**config.mk**
```make
export PLATFORM = sky130hd
export DESIGN_NAME = imem_fetch_ctrl_flat
export DESIGN_NICKNAME = d
export VERILOG_FILES = /design/src/rtl/imem_fetch_ctrl_pkg.sv /design/src/rtl/imem_fetch_ctrl_if.sv /design/src/rtl/imem_fetch_ctrl_fetch_buf.sv /design/src/rtl/imem_fetch_ctrl.sv /design/src/flat_wrapper.sv
export SDC_FILE = /design/constraint.sdc
export NUM_CORES = 1
export LEC_CHECK = 0
export ABC_AREA = 1
export CAP_MARGIN = 20
export CORE_MARGIN = 2
export CORE_UTILIZATION = 40
export DETAILED_ROUTE_END_ITERATION = 8
export GPL_TIMING_DRIVEN = 0
export PLACE_DENSITY = 0.79
export REMOVE_ABC_BUFFERS = 1
export SYNTH_ARGS = -nofsm -noshare
export SYNTH_HDL_FRONTEND = slang
export SYNTH_HIERARCHICAL = 1
export SYNTH_SLANG_ARGS = --single-unit
```
**constraint.sdc**
```tcl
create_clock -name clk -period 11.7 [get_ports clk]
set_input_delay 1.17 -clock clk [delete_from_list [all_inputs] [get_ports clk]]
set_output_delay 1.17 -clock clk [all_outputs]
set_load 0.02 [all_outputs]
```
**src/rtl/imem_fetch_ctrl_pkg.sv**
```systemverilog
// Shared types and constants for the instruction fetch controller.
package imem_fetch_ctrl_pkg;

  localparam int          INSTR_W      = 32;
  localparam logic [31:0] RESET_PC_DEF = 32'h0000_0000;
  localparam logic [INSTR_W-1:0] NOP   = '0;

  typedef enum logic [1:0] {
    RUN   = 2'd0,
    LOAD  = 2'd1,
    FAULT = 2'd2
  } fetch_state_t;

  typedef struct packed {
    logic [31:0]        pc;
    logic [INSTR_W-1:0] inst;
  } fetch_entry_t;

  // Reduce a byte address to the window decoded by instruction memory.
  function automatic logic [31:0] wrap_addr(input logic [31:0] a, input int unsigned aw);
    logic [31:0] m;
    m = (aw >= 32) ? 32'hFFFF_FFFF : ((32'h1 << aw) - 32'h1);
    return a & m;
  endfunction

endpackage

```
**src/rtl/imem_fetch_ctrl_if.sv**
```systemverilog
// Memory port, loader, redirect and decode handshake bundle of the fetch controller.
interface imem_fetch_ctrl_if;
  import imem_fetch_ctrl_pkg::*;

  logic [31:0]        imem_addr;
  logic [31:0]        imem_rdata;
  logic               imem_we;
  logic [31:0]        imem_wdata;
  logic               load_en;
  logic [31:0]        load_addr;
  logic [31:0]        load_data;
  logic               redirect_valid;
  logic [31:0]        redirect_pc;
  logic               inst_valid;
  logic               inst_ready;
  logic [INSTR_W-1:0] inst_data;
  logic [31:0]        inst_pc;
  logic               fault;

  modport master (
    output imem_addr, imem_we, imem_wdata, inst_valid, inst_data, inst_pc, fault,
    input  imem_rdata, load_en, load_addr, load_data, redirect_valid, redirect_pc, inst_ready
  );

  modport slave (
    input  imem_addr, imem_we, imem_wdata, inst_valid, inst_data, inst_pc, fault,
    output imem_rdata, load_en, load_addr, load_data, redirect_valid, redirect_pc, inst_ready
  );

endinterface

```
**src/rtl/imem_fetch_ctrl_fetch_buf.sv**
```systemverilog
// Small synchronous FIFO holding prefetched {pc, instruction} entries.
module fetch_buf #(
  parameter int DEPTH = 2,
  parameter int W     = 64
) (
  input  logic         clk,
  input  logic         reset,
  input  logic         push,
  input  logic         pop,
  input  logic         flush,
  input  logic [W-1:0] wdata,
  output logic         full,
  output logic         empty,
  output logic [W-1:0] head
);

  localparam int AW = $clog2(DEPTH);
  localparam logic [AW:0] ONE = {{AW{1'b0}}, 1'b1};

  logic [W-1:0] mem [DEPTH];
  logic [AW:0]  wr_ptr, rd_ptr;
  logic         do_push, do_pop;

  assign empty   = (wr_ptr == rd_ptr);
  assign full    = (wr_ptr[AW] != rd_ptr[AW]) && (wr_ptr[AW-1:0] == rd_ptr[AW-1:0]);
  assign head    = mem[rd_ptr[AW-1:0]];
  // Push into a full buffer is fine when the head leaves in the same cycle.
  assign do_push = push && (!full || pop) && !flush;
  assign do_pop  = pop && !empty && !flush;

  always_ff @(posedge clk) begin
    if (reset || flush) begin
      wr_ptr <= '0;
      rd_ptr <= '0;
    end else begin
      if (do_push) wr_ptr <= wr_ptr + ONE;
      if (do_pop)  rd_ptr <= rd_ptr + ONE;
    end
  end

  always_ff @(posedge clk) begin
    if (!reset && do_push) mem[wr_ptr[AW-1:0]] <= wdata;
  end

endmodule

```
**src/rtl/imem_fetch_ctrl.sv**
```systemverilog
// Fetch sequencer: owns the PC, prefetches into fetch_buf and arbitrates the
// instruction memory port between fetch and the program loader.
module imem_fetch_ctrl
  import imem_fetch_ctrl_pkg::*;
#(
  parameter logic [31:0] RESET_PC  = RESET_PC_DEF,
  parameter int          ADDR_W    = 16,
  parameter int          BUF_DEPTH = 2
) (
  input logic               clk,
  input logic               reset,
  imem_fetch_ctrl_if.master bus
);

  fetch_state_t state, state_n;
  logic [31:0]  pc, pc_n;
  logic         fault_q, fault_n;
  logic         push, pop, flush, full, empty;
  fetch_entry_t wr_entry, head;

  fetch_buf #(
    .DEPTH (BUF_DEPTH),
    .W     ($bits(fetch_entry_t))
  ) u_buf (
    .clk   (clk),
    .reset (reset),
    .push  (push),
    .pop   (pop),
    .flush (flush),
    .wdata (wr_entry),
    .full  (full),
    .empty (empty),
    .head  (head)
  );

  assign bus.inst_valid = (state == RUN) && !empty;
  assign bus.inst_data  = bus.inst_valid ? head.inst : NOP;
  assign bus.inst_pc    = bus.inst_valid ? head.pc : 32'h0;
  assign bus.fault      = fault_q;
  assign bus.imem_we    = bus.load_en;
  assign bus.imem_wdata = bus.load_data;

  assign pop      = bus.inst_valid && bus.inst_ready;
  assign wr_entry = '{pc: pc, inst: bus.imem_rdata};

  always_ff @(posedge clk) begin
    if (reset) begin
      state   <= RUN;
      pc      <= wrap_addr(RESET_PC, ADDR_W);
      fault_q <= 1'b0;
    end else begin
      state   <= state_n;
      pc      <= pc_n;
      fault_q <= fault_n;
    end
  end

  always_comb begin
    state_n       = state;
    pc_n          = pc;
    fault_n       = fault_q;
    push          = 1'b0;
    flush         = 1'b0;
    bus.imem_addr = wrap_addr(pc, ADDR_W) & ~32'h3;
    if (bus.load_en) begin
      // Loader wins the port in any state; prefetched entries would be stale.
      state_n       = LOAD;
      flush         = 1'b1;
      bus.imem_addr = wrap_addr(bus.load_addr, ADDR_W) & ~32'h3;
    end else begin
      unique case (state)
        RUN: begin
          if (bus.redirect_valid) begin
            flush = 1'b1;
            if (bus.redirect_pc[1:0] == 2'b00) begin
              pc_n = wrap_addr(bus.redirect_pc, ADDR_W);
            end else begin
              state_n = FAULT;
              fault_n = 1'b1;
            end
          end else if (!full || pop) begin
            push = 1'b1;
            pc_n = wrap_addr(pc + 32'd4, ADDR_W);
          end
        end
        LOAD: begin
          state_n = RUN;
          pc_n    = wrap_addr(RESET_PC, ADDR_W);
          fault_n = 1'b0;
        end
        FAULT: ;
        default: state_n = RUN;
      endcase
    end
  end

endmodule

```
**src/flat_wrapper.sv**
```systemverilog
// flat-port wrapper written by rule: the top's interface ports become plain ports
module imem_fetch_ctrl_flat import imem_fetch_ctrl_pkg::*;
#(
  parameter logic [31:0] RESET_PC  = RESET_PC_DEF,
  parameter int          ADDR_W    = 16,
  parameter int          BUF_DEPTH = 2
)
  (clk, reset, bus_imem_addr, bus_imem_we, bus_imem_wdata, bus_inst_valid, bus_inst_data, bus_inst_pc, bus_fault, bus_imem_rdata, bus_load_en, bus_load_addr, bus_load_data, bus_redirect_valid, bus_redirect_pc, bus_inst_ready);
  imem_fetch_ctrl_if bus_i ();
  input logic clk;
  input logic reset;
  output wire logic [$bits(bus_i.imem_addr)-1:0] bus_imem_addr;
  output wire logic [$bits(bus_i.imem_we)-1:0] bus_imem_we;
  output wire logic [$bits(bus_i.imem_wdata)-1:0] bus_imem_wdata;
  output wire logic [$bits(bus_i.inst_valid)-1:0] bus_inst_valid;
  output wire logic [$bits(bus_i.inst_data)-1:0] bus_inst_data;
  output wire logic [$bits(bus_i.inst_pc)-1:0] bus_inst_pc;
  output wire logic [$bits(bus_i.fault)-1:0] bus_fault;
  input wire logic [$bits(bus_i.imem_rdata)-1:0] bus_imem_rdata;
  input wire logic [$bits(bus_i.load_en)-1:0] bus_load_en;
  input wire logic [$bits(bus_i.load_addr)-1:0] bus_load_addr;
  input wire logic [$bits(bus_i.load_data)-1:0] bus_load_data;
  input wire logic [$bits(bus_i.redirect_valid)-1:0] bus_redirect_valid;
  input wire logic [$bits(bus_i.redirect_pc)-1:0] bus_redirect_pc;
  input wire logic [$bits(bus_i.inst_ready)-1:0] bus_inst_ready;
  assign bus_imem_addr = bus_i.imem_addr;
  assign bus_imem_we = bus_i.imem_we;
  assign bus_imem_wdata = bus_i.imem_wdata;
  assign bus_inst_valid = bus_i.inst_valid;
  assign bus_inst_data = bus_i.inst_data;
  assign bus_inst_pc = bus_i.inst_pc;
  assign bus_fault = bus_i.fault;
  assign bus_i.imem_rdata = bus_imem_rdata;
  assign bus_i.load_en = bus_load_en;
  assign bus_i.load_addr = bus_load_addr;
  assign bus_i.load_data = bus_load_data;
  assign bus_i.redirect_valid = bus_redirect_valid;
  assign bus_i.redirect_pc = bus_redirect_pc;
  assign bus_i.inst_ready = bus_inst_ready;
  imem_fetch_ctrl #(.RESET_PC(RESET_PC), .ADDR_W(ADDR_W), .BUF_DEPTH(BUF_DEPTH)) u_core (.clk(clk), .reset(reset), .bus(bus_i));
endmodule
```
# --- Yosys cells after proc, flatten, opt, wreduce, memory -nomap -nowiden ---
# Memories as Yosys holds them, arrays and structs flattened. A register that Yosys moved wholly into a read port is not among the register bits.
# Index checks and enable logic that the tools add are counted.
word_totals:
  regBits: 39
  ram_bits: 128
  in_bits: 133
  out_inout_bits: 131
  wordCells: 71
  n_memories: 1
memory_table:
  columns: ["memory", "depth", "word_bits", "rd", "rd_clocked_by_memory_dff", "write_ports", "line", "source"]
  rows:
  - ["u_core.u_buf.mem", 2, 64, 1, 1, 1, "imem_fetch_ctrl_fetch_buf.sv:20", "logic [W-1:0] mem [DEPTH];"]
op_classes:
  addsub: 3
  n_eq_ne: 12
  n_mux: 25
  bitwise_logic: 2
  n_reduce_logical: 22
ops:
  columns: ["cell", "n"]
  rows:
  - ["$mux W32", 5]
  - ["$pmux W32 S2", 1]
  - ["$add A16 B3 Y16 const B", 1]
  - ["$mux W16", 1]
  - ["$mux W1", 14]
  - ["$ne A3 B3 Y1 const B", 4]
  - ["$logic_and A1 B1 Y1", 8]
  - ["$reduce_and A4 Y1", 2]
  - ["$ne A2 B2 Y1 const B", 3]
  - ["$reduce_and A3 Y1", 2]
  - ["$add A2 B1 Y2 const B", 2]
  - ["$logic_not A1 Y1", 4]
  - ["$logic_not A2 Y1", 2]
  - ["$mux W2", 2]
  - ["$pmux W2 S2", 1]
  - ["$eq A2 B1 Y1 const B", 1]
  - ["$eq A2 B2 Y1", 1]
  - ["$eq A2 B2 Y1 const B", 1]
  - ["$logic_or A1 B1 Y1", 2]
  - ["$not A1 Y1", 2]
  - ["$pmux W1 S2", 1]
  - ["$reduce_bool A2 Y1", 1]
  - ["$reduce_or A2 Y1", 1]
  - ["$eq A1 B1 Y1", 1]
  - ["$ne A1 B1 Y1", 1]

# --- Depth between registers and ports, before layout ---
# Gate-level depths: netlist of the first run.
logic_depth:
  word_depth: 14
  ltp_mapped: 15
  mapped_depth_nobuf: 15

# --- Modules after synthesis ---
# Netlist of the first run, hierarchy kept.
modules_own_cells:
  columns: ["mod", "n_inst", "cells_per_inst", "area_each_um2", "seq_area_each_um2"]
  rows:
  - ["fetch_buf", 1, 245, 4937.2, 3943.8]
  - ["imem_fetch_ctrl", 1, 426, 2293.4, 380.4]

# --- Least setup slack after synthesis of the first run ---
# Ideal clock, no wire load.
synth_path:
  kind: "input port to flip-flop"
  startpoint: "input bus_redirect_valid"
  endpoint: "memory u_core.u_buf.mem[0][0] (enable)"
  setup_ns: 0.565
  arrival_time_ns: 6.263
  required_ns: 11.135
  setup_slack_ns: 4.872
  path_stages: 7
  n_path_buf: 2
  path_cell_list: "buf_4 inv_1 buf_2 o21ai_0 inv_1 nand3_1 nor3_1"
synth_between:
  elab_chain_cells: 8
  word_cells_on_any_way: 12
  classes_between: "mux (8); reduce/logical (4)"
synth_lines:
  columns: ["item", "line", "source"]
  rows:
  - ["start, declared", "flat_wrapper.sv:23", "input wire logic [$bits(bus_i.redirect_valid)-1:0] bus_redirect_valid;"]
  - ["$mux W1", "imem_fetch_ctrl.sv:73", "if (bus.redirect_valid) begin"]
  - ["$mux W1", "imem_fetch_ctrl.sv:71", "unique case (state)"]
  - ["$mux W1", "imem_fetch_ctrl.sv:65", "if (bus.load_en) begin"]
  - ["net u_core.flush", "imem_fetch_ctrl.sv:18", "logic push, pop, flush, full, empty;"]
  - ["$logic_not A1 Y1", "imem_fetch_ctrl_fetch_buf.sv:28", "assign do_push = push && (!full || pop) && !flush;"]
  - ["$logic_and A1 B1 Y1", "imem_fetch_ctrl_fetch_buf.sv:28", null]
  - ["$logic_and A1 B1 Y1", "imem_fetch_ctrl_fetch_buf.sv:42", "if (!reset && do_push) mem[wr_ptr[AW-1:0]] <= wdata;"]
  - ["$mux W1", "imem_fetch_ctrl_fetch_buf.sv:42", null]
  - ["$mux W1 (implied by the code)", "imem_fetch_ctrl_fetch_buf.sv:42", null]
  - ["end, declared", "imem_fetch_ctrl_fetch_buf.sv:20", null]
# The timed path passes the listed nets, and every way through them passes these cells.

# --- Worst setup path in the final report of the first run ---
layout_path:
  startpoint: "input bus_load_en"
  endpoint: "output bus_imem_addr[8]"
layout_between:
  elab_chain_cells: 1
layout_lines:
  columns: ["item", "line", "source"]
  rows:
  - ["start, declared", "flat_wrapper.sv:20", "input wire logic [$bits(bus_i.load_en)-1:0] bus_load_en;"]
  - ["$mux W16", "imem_fetch_ctrl.sv:65", null]
  - ["end, declared", "flat_wrapper.sv:12", "output wire logic [$bits(bus_i.imem_addr)-1:0] bus_imem_addr;"]
# No other way between the ends.

==> flow_summary.ini, run 1 <==
[status]
status = complete, no violations

[power_and_ir_drop]
vdd_ir_drop_max_uv = 90.8
p_leak_nw = 3.63
cellPowerDensity_nw_per_um2 = 130

[floorplanning]
die_width_um = 138
floorplan.core_area_um2 = 17800
die_y_um = 138
floorplan.initialDensity_pct = 40.5
ioPinCount = 264
die_area_um2 = 19200
rows = 49

[logic_synthesis]
post_synth_xor_area_fraction_pct = 0.121
post_syn_area_um2 = 7230
synth_cell_types = 30
avgSynthCellArea_um2 = 10.8
yosys-mux-area-fraction_pct = 9.97
synth-warning-count = 6
number_of_cells_produced_by_synthesis = 671
synth-adder-area-share_pct = 0.173
post_synthesis_compound_gate_area_fraction_pct = 3.79
synth.ff_latch_count = 152
post_synthesis_sequential_area_ratio_pct = 59.8
dominant_combinational_cell_family_by_area_after_synthesis = simple AND/OR/NAND/NOR gates
post_synth_and_or_nand_nor_area_fraction_pct = 13.1

[sta]
relative_max_transition_margin_pct = 36.0
rsz0062_at_grt = no
setup-violations-final = 0
worst_clock_skew_ps = 6.86
transition_time_of_the_tightest_slew_check_pin_ps = 956
final_max_slew_viol_count = 0
hold_viol_final = 0
tmin_final_ps = 4350
layout_worst_path_cycle_share_pct = 37.1
fmax_mhz = 230
finalHoldWorstSlack_ps = 454
totalNegativeSetupSlack_ps = 0

[clocking]
total_cts_buffers = 17
cts_tree = built
cts_setup_buffers = 0
htreeDepth = 4
clock_insertion_delay_worst_skew_ps = 410
clock_sinks = 152
cts_repair_resize_count = 0
clock_tree_root = sky130_fd_sc_hd__clkbuf_16
clockBufferDepth = 2
cts-hold-fix-buffers = 0
cts.reportedPaths.clkPinSlew_ps = 60

[worst_setup_path]
ff2ff_setup_slack_ps = 8850
worstSetupEndpointType = output port
reg2reg_from = u_core/u_buf/rd_ptr[1]$_SDFFE_PP0P_
worst_setup_path_start_kind = primary input
cp.required_ps = 10530
worstSetupPathType = primary input to output port
timing.critical_path.fanout_max = 29
worstReg2RegEnd = u_core/u_buf/mem[0][1]$_DFFE_PP_
cp_data_arrival_time_ps = 3180
r2r.worst_path.cells = 13

[global_routing]
vias_in_the_first_global_route = 4993
gr-usage-all-layers_pct = 17.6
grt_antenna_before_repair = 0
globalRouteOverflowTotal = 0
grt_pass1_wl_um = 26200
grt_start_max_net_pins = 65

[drt]
first_pass_iteration_count_of_the_detailed_router = 5
drc_errors = 0
wirelength_um = 16400
antenna_violating_nets_post_route = 0
post_drt_via_cell_ratio = 4.67
detail_route.wl_per_cell_um = 15.4
number_of_drc_markers_in_iteration_0 = 272
route.vias.total = 4970

[cells_and_area]
final_nets = 957
count_of_inserted_antenna_diode_cells = 0
commonest_cells_after_routing_fill_and_taps_aside = sky130_fd_sc_hd__clkdlybuf4s50_1 (147), sky130_fd_sc_hd__edfxtp_1 (128), sky130_fd_sc_hd__inv_1 (96), sky130_fd_sc_hd__nor2_1 (96), sky130_fd_sc_hd__nand2_1 (85)
area_growth_from_synthesis_to_layout_pct = 29.8
final_design_area_no_fill_um2 = 9390
drive_above_1_share_pct = 15.7
most_common_cell_after_layout_fill_and_taps_aside = sky130_fd_sc_hd__clkdlybuf4s50_1

[placement]
detailed_place_hpwl_um = 11800
placement.io_buffers = 147
globalplace.congestion = 0.833
detailed_place.area_um2 = 8790

[hold_path]
worst_hold_startpoint = u_core/pc[1]$_SDFFE_PP0P_
worstHoldPathCells = 0
min_to = u_core/u_buf/mem[1][33]$_DFFE_PP_
hold_class = flip-flop to flip-flop

[run]
cap_viol_max_count = 0
## stage by stage
step	setup WS, ps	cells	utilization, %	power (mW)
final	7350	1065	52.6	1.23
after floorplan	4890	647	-	0.644
after global placement	885	1023	48.3	0.687
after detailed placement	7170	1033	49.2	0.689
after CTS	7330	1065	52.6	1.24
after global routing	7130	1065	52.6	1.28
## layer usage
metal,track usage (%),up-vias,share of wire [%]
li1,-,2417,-
met1,21.9,2320,43
met2,27.2,215,44
met3,9.04,16,11
met4,4.08,2,0.72
met5,2.01,-,0.34
## how the worst max path moves through the flow
stage,startpoint,to
after floorplan,bus_redirect_valid,u_core/u_buf/mem[0][0]$_DFFE_PP_
after global placement,bus_redirect_valid,u_core/u_buf/mem[0][62]$_DFFE_PP_
after detailed placement,bus_redirect_valid,u_core/u_buf/mem[0][62]$_DFFE_PP_
after CTS,bus_load_en,bus_imem_addr[11]
after global routing,bus_load_en,bus_imem_addr[11]
final,bus_load_en,bus_imem_addr[8]
## where the power goes
part | internal [mW] | switching, mW | leakage (nW)
registers | 0.592 | 0.00557 | 1.34
logic | 0.0383 | 0.0419 | 2.00
clock network | 0.337 | 0.210 | 0.295
total | 0.968 | 0.257 | 3.63
## final cells by class
type,count,area (um2)
fill,1573,8450
sequential,152,4330
multi-input combinational,393,2160
timing repair buffer,157,1620
clock buffer,18,429
inverter,102,389
tap,229,287
clock inverter,14,174
## logic make-up (layout without fill, tap and decap cells)
group                    count (synthesis)  after routing
buffers and inverters                  175            291
XOR/XNOR                                 1              1
AND/OR/NAND/NOR                        226            226
AO/OA/AOI/OAI                           51             51
adder cells (fa/ha/maj)                  1              1
other                                    1             50
flip-flops                             152            152
multiplexers                            64             64
## synthesized netlist by cell type
library cell | count | share of area [%]
sky130_fd_sc_hd__inv_2 | 4 | 0.21
sky130_fd_sc_hd__ha_1 | 1 | 0.17
sky130_fd_sc_hd__clkinv_2 | 1 | 0.069
sky130_fd_sc_hd__nand4_1 | 5 | 0.43
sky130_fd_sc_hd__xor2_1 | 1 | 0.12
sky130_fd_sc_hd__nor3b_1 | 2 | 0.21
sky130_fd_sc_hd__o21ai_0 | 22 | 1.5
sky130_fd_sc_hd__nand2_2 | 8 | 0.69
sky130_fd_sc_hd__nor2_1 | 97 | 5.0
sky130_fd_sc_hd__edfxtp_1 | 128 | 53
sky130_fd_sc_hd__buf_6 | 9 | 1.4
sky130_fd_sc_hd__a211oi_1 | 1 | 0.10
sky130_fd_sc_hd__buf_4 | 53 | 5.5
sky130_fd_sc_hd__clkinv_4 | 1 | 0.12
sky130_fd_sc_hd__buf_2 | 7 | 0.48
sky130_fd_sc_hd__nand3_1 | 22 | 1.5
sky130_fd_sc_hd__inv_1 | 96 | 5.0
sky130_fd_sc_hd__nor3_1 | 1 | 0.069
sky130_fd_sc_hd__clkbuf_1 | 4 | 0.21
sky130_fd_sc_hd__dfxtp_1 | 24 | 6.6
sky130_fd_sc_hd__nand2_4 | 1 | 0.16
sky130_fd_sc_hd__conb_1 | 1 | 0.052
sky130_fd_sc_hd__nand3_2 | 3 | 0.42
sky130_fd_sc_hd__a21oi_1 | 23 | 1.6
sky130_fd_sc_hd__a31oi_1 | 1 | 0.087
sky130_fd_sc_hd__mux2_2 | 64 | 10
sky130_fd_sc_hd__nand2_1 | 85 | 4.4
sky130_fd_sc_hd__o2111ai_1 | 1 | 0.12
sky130_fd_sc_hd__nor2_2 | 2 | 0.17
sky130_fd_sc_hd__a21oi_2 | 3 | 0.36
## critical path, cell delays in order
cell                              delay [ps]
sky130_fd_sc_hd__clkdlybuf4s50_1        1100
sky130_fd_sc_hd__nand2_1                 130
sky130_fd_sc_hd__o21ai_0                 130
sky130_fd_sc_hd__clkdlybuf4s50_1         640
## registers in the layout (all words and copies together), names as in the netlist, named ones only
name / cells
u_core/bus.fault: 1
u_core/pc: 16
u_core/state: 2
u_core/u_buf/mem: 128
u_core/u_buf/rd_ptr: 2
u_core/u_buf/wr_ptr: 2
(Power assumes the default switching activity.)
==> run 2, diff against run 1 <==
Settings changed: PLACE_DENSITY 0.79 to 0.82.
Clock period 11.7 ns to 3.5 ns, I/O delays scaled along.
==> run 2 against run 1 <==
  * Global-route usage decreased by 0.18 points
  * Sequential power increased to 3.3 times the previous value
  * Register-to-register slack got worse by 8300 ps
  * Combinational power increased to 3.4 times the previous value
  * Flip-flop and latch count unchanged
  * Non-clock buffer count decreased by 1
  * First-iteration DRC count increased by 21%
  * Critical endpoint is now u_core/u_buf/mem[0][21]$_DFFE_PP_
==> flow_summary.ini, run 2 (same netlist as run 1, synthesis figures left out) <==
[cells_and_area]
most_common_cell_after_layout_fill_and_taps_aside = sky130_fd_sc_hd__clkdlybuf4s50_1
commonest_cells_after_routing_fill_and_taps_aside = sky130_fd_sc_hd__clkdlybuf4s50_1 (147), sky130_fd_sc_hd__edfxtp_1 (128), sky130_fd_sc_hd__nor2_1 (96)
final_nets = 956
fin_cells = 1064
count_of_inserted_antenna_diode_cells = 0
drive_above_1_share_pct = 15.8
utilization_pct = 52.4
largest_reg_flops = 128
final_design_area_no_fill_um2 = 9340
area_growth_from_synthesis_to_layout_pct = 29.2

[clocking]
clock_tree_root = sky130_fd_sc_hd__clkbuf_16
cts-hold-fix-buffers = 0
cts_setup_buffers = 0
total_cts_buffers = 17
clockBufferDepth = 2
clock_sinks = 152
cts.reportedPaths.clkPinSlew_ps = 60
cts_tree = built
clock_insertion_delay_worst_skew_ps = 420
htreeDepth = 4

[worst_setup_path]
critPathBufInv = 7
worst_setup_path_start_kind = primary input
cp.required_ps = 3630
critPathTopFamily = buffers and inverters
r2r.worst_path.cells = 14
critical_path.cell_chain = clkdlybuf4s50_1 > clkinvlp_4 > o21ai_0 > inv_1 > nand3_1 > nor3_4 > buf_8 > buf_6 > buf_6 > buf_6
reg2reg_from = u_core/u_buf/wr_ptr[0]$_SDFFE_PP0P_
worst_setup_path_end = u_core/u_buf/mem[0][21]$_DFFE_PP_
timing.critical_path.depth = 10
ff2ff_setup_slack_ps = 520
worstSetupStartpoint = bus_redirect_valid
worstSetupPathType = primary input to flip-flop
cp_data_arrival_time_ps = 3250
timing.critical_path.fanout_max = 22
worstSetupEndpointType = flip-flop
cp_slowest_stage_delay_ps = 690
worst_path_most_repeated_cell = sky130_fd_sc_hd__buf_6
crit_slowest_cell = sky130_fd_sc_hd__clkdlybuf4s50_1
worstReg2RegEnd = u_core/u_buf/mem[0][21]$_DFFE_PP_

[power_and_ir_drop]
post-layout-total-power_mw = 3.94
vdd_ir_drop_max_uv = 307
cellPowerDensity_nw_per_um2 = 422
p_leak_nw = 3.58

[sta]
layout_worst_path_cycle_share_pct = 89.1
relative_max_transition_margin_pct = 36.3
worst_clock_skew_ps = 12.5
rsz0062_at_grt = no
post-route-worst-setup-slack_ps = 383
transition_time_of_the_tightest_slew_check_pin_ps = 953
setup-violations-final = 0
fmax_mhz = 321
tmin_final_ps = 3120
totalNegativeSetupSlack_ps = 0
finalHoldWorstSlack_ps = 451
hold_viol_final = 0
final_max_slew_viol_count = 0

[drt]
post_drt_via_cell_ratio = 4.61
number_of_drc_markers_in_iteration_0 = 329
antenna_violating_nets_post_route = 0
drc_errors = 0
detail_route.wl_per_cell_um = 15.4
route.vias.total = 4907
first_pass_iteration_count_of_the_detailed_router = 5
wirelength_um = 16300

[hold_path]
worstHoldPathCells = 0
worst_hold_startpoint = u_core/pc[1]$_SDFFE_PP0P_
hold_class = flip-flop to flip-flop

[floorplanning]
die_area_um2 = 19200
die_width_um = 138
ioPinCount = 264
die_y_um = 138
floorplan.initialDensity_pct = 40.5
rows = 49
floorplan.core_area_um2 = 17800

[placement]
dp.cells = 1032
dp_worst_setup_slack_ps = -471
placement.io_buffers = 147
globalplace.congestion = 0.832
detailed_place_hpwl_um = 11700
detailed_place.area_um2 = 8780

[global_routing]
grt_pass1_wl_um = 25800
gr-usage-all-layers_pct = 17.4
vias_in_the_first_global_route = 4917
grt_antenna_before_repair = 0
grt_start_max_net_pins = 65
globalRouteOverflowTotal = 0

[status]
status = complete, no violations

[run]
cap_viol_max_count = 0
## run 2: cell types whose count changed in the layout (fill, tap and decap cells not counted), sizes merged
cell      previous run  this run
clkinvlp             1         7
buf                 10         9
bufinv               3         0
inv                102       101
clkbuf              18        19
clkinv              10         7
## run 2: worst min path at each step
stage,to,slack (ps)
floorplan,u_core/pc[11]$_SDFFE_PP0P_,410
finish,u_core/u_buf/mem[0][33]$_DFFE_PP_,450
global placement,u_core/u_buf/mem[1][33]$_DFFE_PP_,430
global route,u_core/u_buf/mem[1][33]$_DFFE_PP_,490
detailed placement,u_core/u_buf/mem[0][33]$_DFFE_PP_,440
CTS,u_core/u_buf/mem[0][33]$_DFFE_PP_,460
## run 2: cell type report
cell class,count,area (um2)
fill,1579,8500
sequential,152,4330
multi-input combinational,393,2170
timing repair buffer,156,1610
clock buffer,19,453
inverter,102,393
tap,229,287
clock inverter,13,98.8
## run 2: report_power, final
group	internal [mW]	switching, mW	total [mW]
clock	0.947	0.724	1.67
combinational	0.128	0.141	0.269
sequential	1.98	0.0179	2.00
total	3.05	0.883	3.94
## run 2: timing repair
| action | CTS | global route |
|---|---|---|
| resized for setup | 1 | 1 |
| gates cloned | 0 | 0 |
| endpoints found under the setup margin | 8 | 8 |
## run 2: per-layer routing
metal	wire length (um)	global-route usage (%)
met5	57	2.01
met4	181	4.89
met3	1870	9.32
met2	7240	26.2
met1	7000	21.7
